==> src/rtl/regfile_writeback.sv <==
// Writeback sequencer: merges ALU and load-unit results into a shared FIFO
// and drains up to two hazard-free writes per cycle. Option: WB_PENDING_MASK_EN.
module regfile_writeback #(
    parameter int DEPTH = 4,
    parameter int AW    = 4,
    parameter int DW    = 16
) (
    input  logic          clk,
    input  logic          rst_n,
    input  logic          a_valid,
    output logic          a_ready,
    input  logic [AW-1:0] a_sel,
    input  logic [DW-1:0] a_data,
    input  logic          b_valid,
    output logic          b_ready,
    input  logic [AW-1:0] b_sel,
    input  logic [DW-1:0] b_data,
    output logic          wr1_we,
    output logic [AW-1:0] wr1_sel,
    output logic [DW-1:0] wr1_data,
    output logic          wr2_we,
    output logic [AW-1:0] wr2_sel,
    output logic [DW-1:0] wr2_data,
    output logic          idle
`ifdef WB_PENDING_MASK_EN
    ,
    output logic [2**AW-1:0] pending
`endif
);

    localparam int PW = (DEPTH > 1) ? $clog2(DEPTH) : 1;
    localparam int CW = PW + 1;
    localparam logic [CW-1:0] DEPTH_C = CW'(DEPTH);

    logic [AW-1:0] sel_q  [DEPTH];
    logic [DW-1:0] data_q [DEPTH];

    logic [PW-1:0] head;
    logic [PW-1:0] tail;
    logic [CW-1:0] count;

    logic [CW-1:0] space;
    logic          push_a;
    logic          push_b;
    logic [PW-1:0] head1;
    logic [PW-1:0] b_idx;
    logic          issue1;
    logic          issue2;
    logic [CW-1:0] n_push;
    logic [CW-1:0] n_pop;

    // Ready looks only at the registered count, never at this cycle's pops.
    assign space   = DEPTH_C - count;
    assign a_ready = space >= CW'(1);
    assign b_ready = space >= CW'(2);

    assign push_a = a_valid && a_ready;
    assign push_b = b_valid && b_ready;

    always_comb begin
        head1  = head + PW'(1);
        b_idx  = push_a ? tail + PW'(1) : tail;
        issue1 = count != '0;
        issue2 = (count >= CW'(2)) && (sel_q[head1] != sel_q[head]);
        n_push = CW'(push_a) + CW'(push_b);
        n_pop  = '0;
        if (issue2) begin
            n_pop = CW'(2);
        end else if (issue1) begin
            n_pop = CW'(1);
        end
    end

    // Storage needs no reset: only entries below count are ever read.
    always_ff @(posedge clk) begin
        if (push_a) begin
            sel_q[tail]  <= a_sel;
            data_q[tail] <= a_data;
        end
        if (push_b) begin
            sel_q[b_idx]  <= b_sel;
            data_q[b_idx] <= b_data;
        end
    end

    always_ff @(posedge clk or negedge rst_n) begin
        if (!rst_n) begin
            head  <= '0;
            tail  <= '0;
            count <= '0;
        end else begin
            head  <= head + PW'(n_pop);
            tail  <= tail + PW'(n_push);
            count <= count + n_push - n_pop;
        end
    end

    always_ff @(posedge clk or negedge rst_n) begin
        if (!rst_n) begin
            wr1_we   <= 1'b0;
            wr1_sel  <= '0;
            wr1_data <= '0;
            wr2_we   <= 1'b0;
            wr2_sel  <= '0;
            wr2_data <= '0;
        end else begin
            wr1_we <= issue1;
            wr2_we <= issue2;
            if (issue1) begin
                wr1_sel  <= sel_q[head];
                wr1_data <= data_q[head];
            end
            if (issue2) begin
                wr2_sel  <= sel_q[head1];
                wr2_data <= data_q[head1];
            end
        end
    end

    assign idle = (count == '0) && !wr1_we && !wr2_we;

`ifdef WB_PENDING_MASK_EN
    always_comb begin
        pending = '0;
        for (int i = 0; i < DEPTH; i++) begin
            if (CW'(i) < count) begin
                pending[sel_q[head + PW'(i)]] = 1'b1;
            end
        end
        if (wr1_we) begin
            pending[wr1_sel] = 1'b1;
        end
        if (wr2_we) begin
            pending[wr2_sel] = 1'b1;
        end
    end
`endif

endmodule
==> config.mk <==
export PLATFORM = sky130hd
export DESIGN_NAME = regfile_writeback
export DESIGN_NICKNAME = d
export VERILOG_FILES = /design/src/rtl/regfile_writeback.sv
export SDC_FILE = /design/constraint.sdc
export NUM_CORES = 1
export LEC_CHECK = 0
export CAP_MARGIN = 20
export CORE_MARGIN = 2
export CORE_UTILIZATION = 55
export DETAILED_ROUTE_END_ITERATION = 10
export GPL_ROUTABILITY_DRIVEN = 0
export PLACE_DENSITY = 0.9
export SETUP_SLACK_MARGIN = 0.15
export SYNTH_ARGS = -nofsm -noshare
export SYNTH_HDL_FRONTEND = slang
export SYNTH_SLANG_ARGS = --single-unit
export TNS_END_PERCENT = 30
==> constraint.sdc <==
create_clock -name clk -period 6.53 [get_ports clk]
set_clock_uncertainty 0.2 [all_clocks]
set_input_delay 1.306 -clock clk [delete_from_list [all_inputs] [get_ports clk]]
set_output_delay 1.306 -clock clk [all_outputs]
set_load 0.02 [all_outputs]
==> flow_metrics.env, run 1 <==
export IMPL_status="finished, final reports clean"
export IMPL_power_switching_mw=1.87
export IMPL_ys_ff_latch=129
export IMPL_synth_common_cells="mux2_2 (82), edfxtp_1 (80), nand2_1 (69)"
export IMPL_syn_area_um2=6850
export IMPL_ys_warn_count=0
export IMPL_vdd_drop_max_mv=0.262
export IMPL_final_max_slew_violation_count=0
export IMPL_wl_mm=15.9
export IMPL_fmax_mhz=215
export IMPL_power_internal_mw=3.40
export IMPL_period_needed_ps=4660
export IMPL_fin_setup_tns_ps=0
export IMPL_wl_per_cell_um=22.0
export IMPL_diodes=0
export IMPL_hold_path_class="flop to flop"
export IMPL_rows=40
export IMPL_core_area_um2=12100
export IMPL_clk_pin_slew_ps=60
export IMPL_multiInputGateArea_um2=3070
export IMPL_ys_flop_type="edfxtp_1"
export IMPL_ios=89
export IMPL_vias_per_cell=5.98
export IMPL_critical_path_arrival_ps=4760
export IMPL_synth_seq_area_share=0.529
export IMPL_hold_viol_final=0
export IMPL_pwr_share_comb=0.492
export IMPL_cts_repair_resized=0
export IMPL_cts_hold_buffers_added=0
export IMPL_postCtsSetupRepairBufs=0
export IMPL_via_count=4327
export IMPL_cap_violations=0
export IMPL_max_slew_margin_rel=0.264
export IMPL_grt_pass1_vias=4529
export IMPL_cts_sinks=129
export IMPL_die_area_um2=13400
export IMPL_clockBufferDepth=2
export IMPL_cts_buffers=17
export IMPL_grt_max_degree=51
export IMPL_p_leak_nw=3.31
export IMPL_fin_area_um2=8610
export IMPL_final_nets=601
export IMPL_finalSetupViolCount=0
export IMPL_drcViolationCount=0
export IMPL_cts_tree="built"
export IMPL_drtAntennaViolNets=0
export IMPL_clockPowerShare=0.197
export IMPL_yosysMostFrequentCell="mux2_2"
export IMPL_sw_frac_of_total=0.355
export IMPL_register_area_um2=3630
export IMPL_synth_area_per_cell_um2=15.1
export IMPL_final_util=0.711
export IMPL_async_flop_share=0.380
export IMPL_fin_crit_sh=0.713
export IMPL_worst_skew_pair_late_latency_ps=420
export IMPL_syn_num_nets=511
export IMPL_syn2layout_area_growth_pct=25.6
export IMPL_synth_cell_type_count=44
export IMPL_root_buffer="clkbuf_16"
export IMPL_hpwl_mm=9.78
export IMPL_layout_setup_ws_ps=1870
export IMPL_p_per_area_nw_per_um2=611
export IMPL_dpl_cell_area_um2=7870
export IMPL_drtIter0Drc=284
export IMPL_p_total_mw=5.26
export IMPL_yosys_area_top_type="edfxtp_1"
export IMPL_fillers=770
export IMPL_rsz0062_at_grt="no"
export IMPL_placed_cells=688
export IMPL_seqPwrFrac=0.311
export IMPL_startpoint_type="flop"
export IMPL_syn_inst=453
export IMPL_synth_top_area_frac=0.351
export IMPL_antenna_found_initial=0
export IMPL_hold_slack_ps=270
export IMPL_overflow=0
export IMPL_initial_utilization=0.566
export IMPL_crit_required_ps=6640
export IMPL_io_buffer_count=88
export IMPL_gr_usage_all_layers=0.247
export IMPL_drive_gt1_frac=0.342
export IMPL_path_class="flop to flop"
export IMPL_dieHeight_um=116
export IMPL_worst_path_max_fanout=46
export IMPL_die_w_um=116
export IMPL_worstMarginPinSlew_ps=1100
export IMPL_synth_area_leaders="edfxtp_1 (35%), dfrtp_1 (18%), mux2_2 (13%), mux4_2 (13%), nand2_1 (3.8%)"
export IMPL_htreeDepth=4
export IMPL_drt_first_pass_iters=8
export IMPL_place_ws_ps=1860
export IMPL_synth_edf_count=80
export IMPL_r2r_slack_ps=1870
export IMPL_grt_pass1_wl_mm=24.2
export IMPL_critPathCaptureType="flop"
export IMPL_finalNonFillerCells=724
state kept, by name (all words and copies together) (netlist names):
signal    flops
count         3
tail          2
sel_q        16
head          2
wr1_sel       4
wr2_sel       4
wr2_data     16
wr1_data     16
wr1_we        1
wr2_we        1
data_q       64
logic make-up after synthesis:
kind of cell / after synthesis / share of synthesized area
multiplexers: 142 / 0.312
flip-flops: 129 / 0.529
AND/OR/NAND/NOR: 98 / 0.0688
buffers and inverters: 37 / 0.0254
AO/OA/AOI/OAI: 18 / 0.0172
XOR/XNOR: 15 / 0.0192
adder cells (fa/ha/maj): 14 / 0.0278
placed cells by master (no fill, tap or decap), types with 10 or more instances in the layout:
master            n
nand2_1          69
xnor2_1          10
clkbuf_16        17
mux4_2           41
clkdlybuf4s50_1  87
edfxtp_1         80
ha_1             12
dfrtp_1          47
mux2_4           17
mux2_2           82
routing by layer:
layer	vias to the layer above	global-route usage	wire length (um)
met2	167	0.426	8590
li1	1906	-	-
met3	37	0.0560	848
met4	0	0.101	398
met5	-	0	0
met1	2217	0.303	6060
power groups by stage:
stage,sequential [mW],combinational [mW],clock [mW]
after detailed placement,1.68,2.47,0
after global routing,1.68,2.77,1.08
final,1.64,2.59,1.04
after CTS,1.68,2.50,1.04
after floorplan,1.70,1.68,0
after global placement,1.64,2.37,0
worst max-delay path: stages (launching register included):
cell	delay, ps
dfrtp_2	420
buf_4	620
inv_1	240
mux4_2	510
and2_1	230
a21boi_4	870
inv_1	150
fa_1	530
fa_1	450
xor2_1	160
xnor2_1	120
worst paths after layout:
check,from,to,cells past startpoint
setup / recovery,head[0]$_DFF_PN0_,count[2]$_DFF_PN0_,10
max in group asynchronous,rst_n,head[1]$_DFF_PN0_,2
hold reg to reg,wr1_sel[2]$_DFFE_PN0P_,wr1_sel[2]$_DFFE_PN0P_,2
min in group asynchronous,rst_n,wr1_sel[0]$_DFFE_PN0P_,1
hold / removal,wr1_sel[2]$_DFFE_PN0P_,wr1_sel[2]$_DFFE_PN0P_,2
setup reg to reg,head[0]$_DFF_PN0_,count[2]$_DFF_PN0_,10
final cells by class:
cell class	count	share of cell area
repair buffers	98	0.118
flip-flops and latches	129	0.422
inverters	10	0.00436
clock inverters	12	0.0217
clock buffers	20	0.0531
well taps	168	0.0244
multi-input cells	287	0.357
No activity file was read; power rests on OpenSTA's default activity.
==> run 2, diff against run 1 <==
Settings changed: CORE_UTILIZATION 55 to 50, PLACE_DENSITY 0.9 to 0.86.
Clock period 6.53 ns to 4.1 ns, I/O delays scaled along.
==> flow_metrics.env, run 2 (same netlist as run 1, synthesis figures left out) <==
export IMPL_largest_reg_flops=64
export IMPL_io_buffer_count=88
export IMPL_final_max_slew_violation_count=0
export IMPL_finalSetupViolCount=0
export IMPL_holdPathStages=2
export IMPL_grt_pass1_wl_mm=25.0
export IMPL_drcViolationCount=0
export IMPL_drtIter0Drc=333
export IMPL_finalNonFillerCells=742
export IMPL_hold_path_class="flop to flop"
export IMPL_syn2layout_area_growth_pct=25.9
export IMPL_fin_setup_tns_ps=0
export IMPL_p_per_area_nw_per_um2=966
export IMPL_fmax_mhz=267
export IMPL_wl_per_cell_um=21.7
export IMPL_cts_buffers=17
export IMPL_rsz0062_at_grt="no"
export IMPL_cts_sinks=129
export IMPL_startpoint_type="flop"
export IMPL_hpwl_mm=10.0
export IMPL_clockBufferDepth=2
export IMPL_cts_repair_resized=0
export IMPL_layout_commonest_cell="clkdlybuf4s50_1"
export IMPL_drive_gt1_frac=0.366
export IMPL_die_area_um2=14700
export IMPL_initial_utilization=0.515
export IMPL_fin_crit_sh=0.915
export IMPL_fillers=927
export IMPL_ios=89
export IMPL_status="finished, final reports clean"
export IMPL_worstMarginPinSlew_ps=907
export IMPL_cap_violations=0
export IMPL_worst_path_max_fanout=12
export IMPL_hold_viol_final=0
export IMPL_die_w_um=121
export IMPL_diodes=0
export IMPL_vdd_drop_max_mv=0.424
export IMPL_drtAntennaViolNets=0
export IMPL_cts_tree="built"
export IMPL_rr_worst_depth=14
export IMPL_path_class="flop to flop"
export IMPL_via_count=4419
export IMPL_antenna_found_initial=0
export IMPL_hold_slack_ps=267
export IMPL_final_util=0.649
export IMPL_vias_per_cell=5.96
export IMPL_top_register="data_q"
export IMPL_rows=42
export IMPL_critical_path_arrival_ps=3870
export IMPL_worst_skew_pair_late_latency_ps=430
export IMPL_grt_max_degree=39
export IMPL_core_area_um2=13300
export IMPL_drt_first_pass_iters=4
export IMPL_root_buffer="clkbuf_16"
export IMPL_crit_required_ps=4210
export IMPL_placed_cells=710
export IMPL_grt_pass1_vias=4699
export IMPL_p_leak_nw=3.32
export IMPL_critPathCaptureType="flop"
export IMPL_postCtsSetupRepairBufs=0
export IMPL_period_needed_ps=3750
export IMPL_gr_usage_all_layers=0.230
export IMPL_clk_pin_slew_ps=60
export IMPL_final_cell_mix="clkdlybuf4s50_1 (87), mux2_2 (82), edfxtp_1 (80), nand2_1 (68), dfrtp_1 (46)"
export IMPL_wl_mm=16.1
export IMPL_p_total_mw=8.33
export IMPL_final_nets=611
export IMPL_overflow=0
export IMPL_max_slew_margin_rel=0.396
export IMPL_htreeDepth=4
export IMPL_dieHeight_um=121
export IMPL_cts_hold_buffers_added=0
run 2: area by class of cell:
cell class / count / area, um^2 / area share
Sequential cell: 129 / 3630 / 0.421
Multi-Input combinational cell: 287 / 3090 / 0.358
Timing Repair Buffer: 108 / 1040 / 0.120
Clock buffer: 17 / 425 / 0.0493
Tap cell: 176 / 220 / 0.0255
Clock inverter: 15 / 183 / 0.0212
Inverter: 10 / 37.5 / 0.00435
run 2: metal layers:
layer,global-route usage,share of wire,vias to the layer above,routed length (um)
li1,-,-,1924,-
met1,0.283,0.39,2281,6340
met2,0.399,0.53,176,8460
met3,0.0390,0.050,38,801
met4,0.100,0.029,0,466
met5,0,0,-,0
run 2: where the power goes:
group	switching, mW	internal, mW	total, mW
registers	0.390	2.17	2.56
clock network	0.600	0.961	1.56
logic	2.06	2.15	4.21
run 2: through the flow:
step	cell area, um^2	worst slack [ps]
2_1_floorplan	6850	362
3_3_place_gp	8010	423
3_5_place_dp	8010	315
4_1_cts	8620	296
5_1_grt	8620	155
6_report	8620	349
run 2: path summary, 6_finish.rpt:
path                                         from                        to  slack, ps
max in group asynchronous                   rst_n  wr2_data[15]$_DFFE_PN0P_       2650
min in group asynchronous                   rst_n    wr1_sel[0]$_DFFE_PN0P_        310
min reg2reg                wr1_sel[1]$_DFFE_PN0P_    wr1_sel[1]$_DFFE_PN0P_        270
max reg2reg                    count[0]$_DFF_PN0_        count[2]$_DFF_PN0_        350
min                        wr1_sel[1]$_DFFE_PN0P_    wr1_sel[1]$_DFFE_PN0P_        270
max                            count[0]$_DFF_PN0_        count[2]$_DFF_PN0_        350
run 2: critical path: stages (launching register included):
cell and delay [ps]:
dfrtp_1 390, inv_1 90, ha_1 200, ha_1 290
or4b_1 510, and2_2 310, ha_1 380, nand2_1 100
a21oi_1 40, a31oi_1 140, o211ai_1 110, ha_1 220
fa_1 370, xor2_1 160, xnor2_1 120
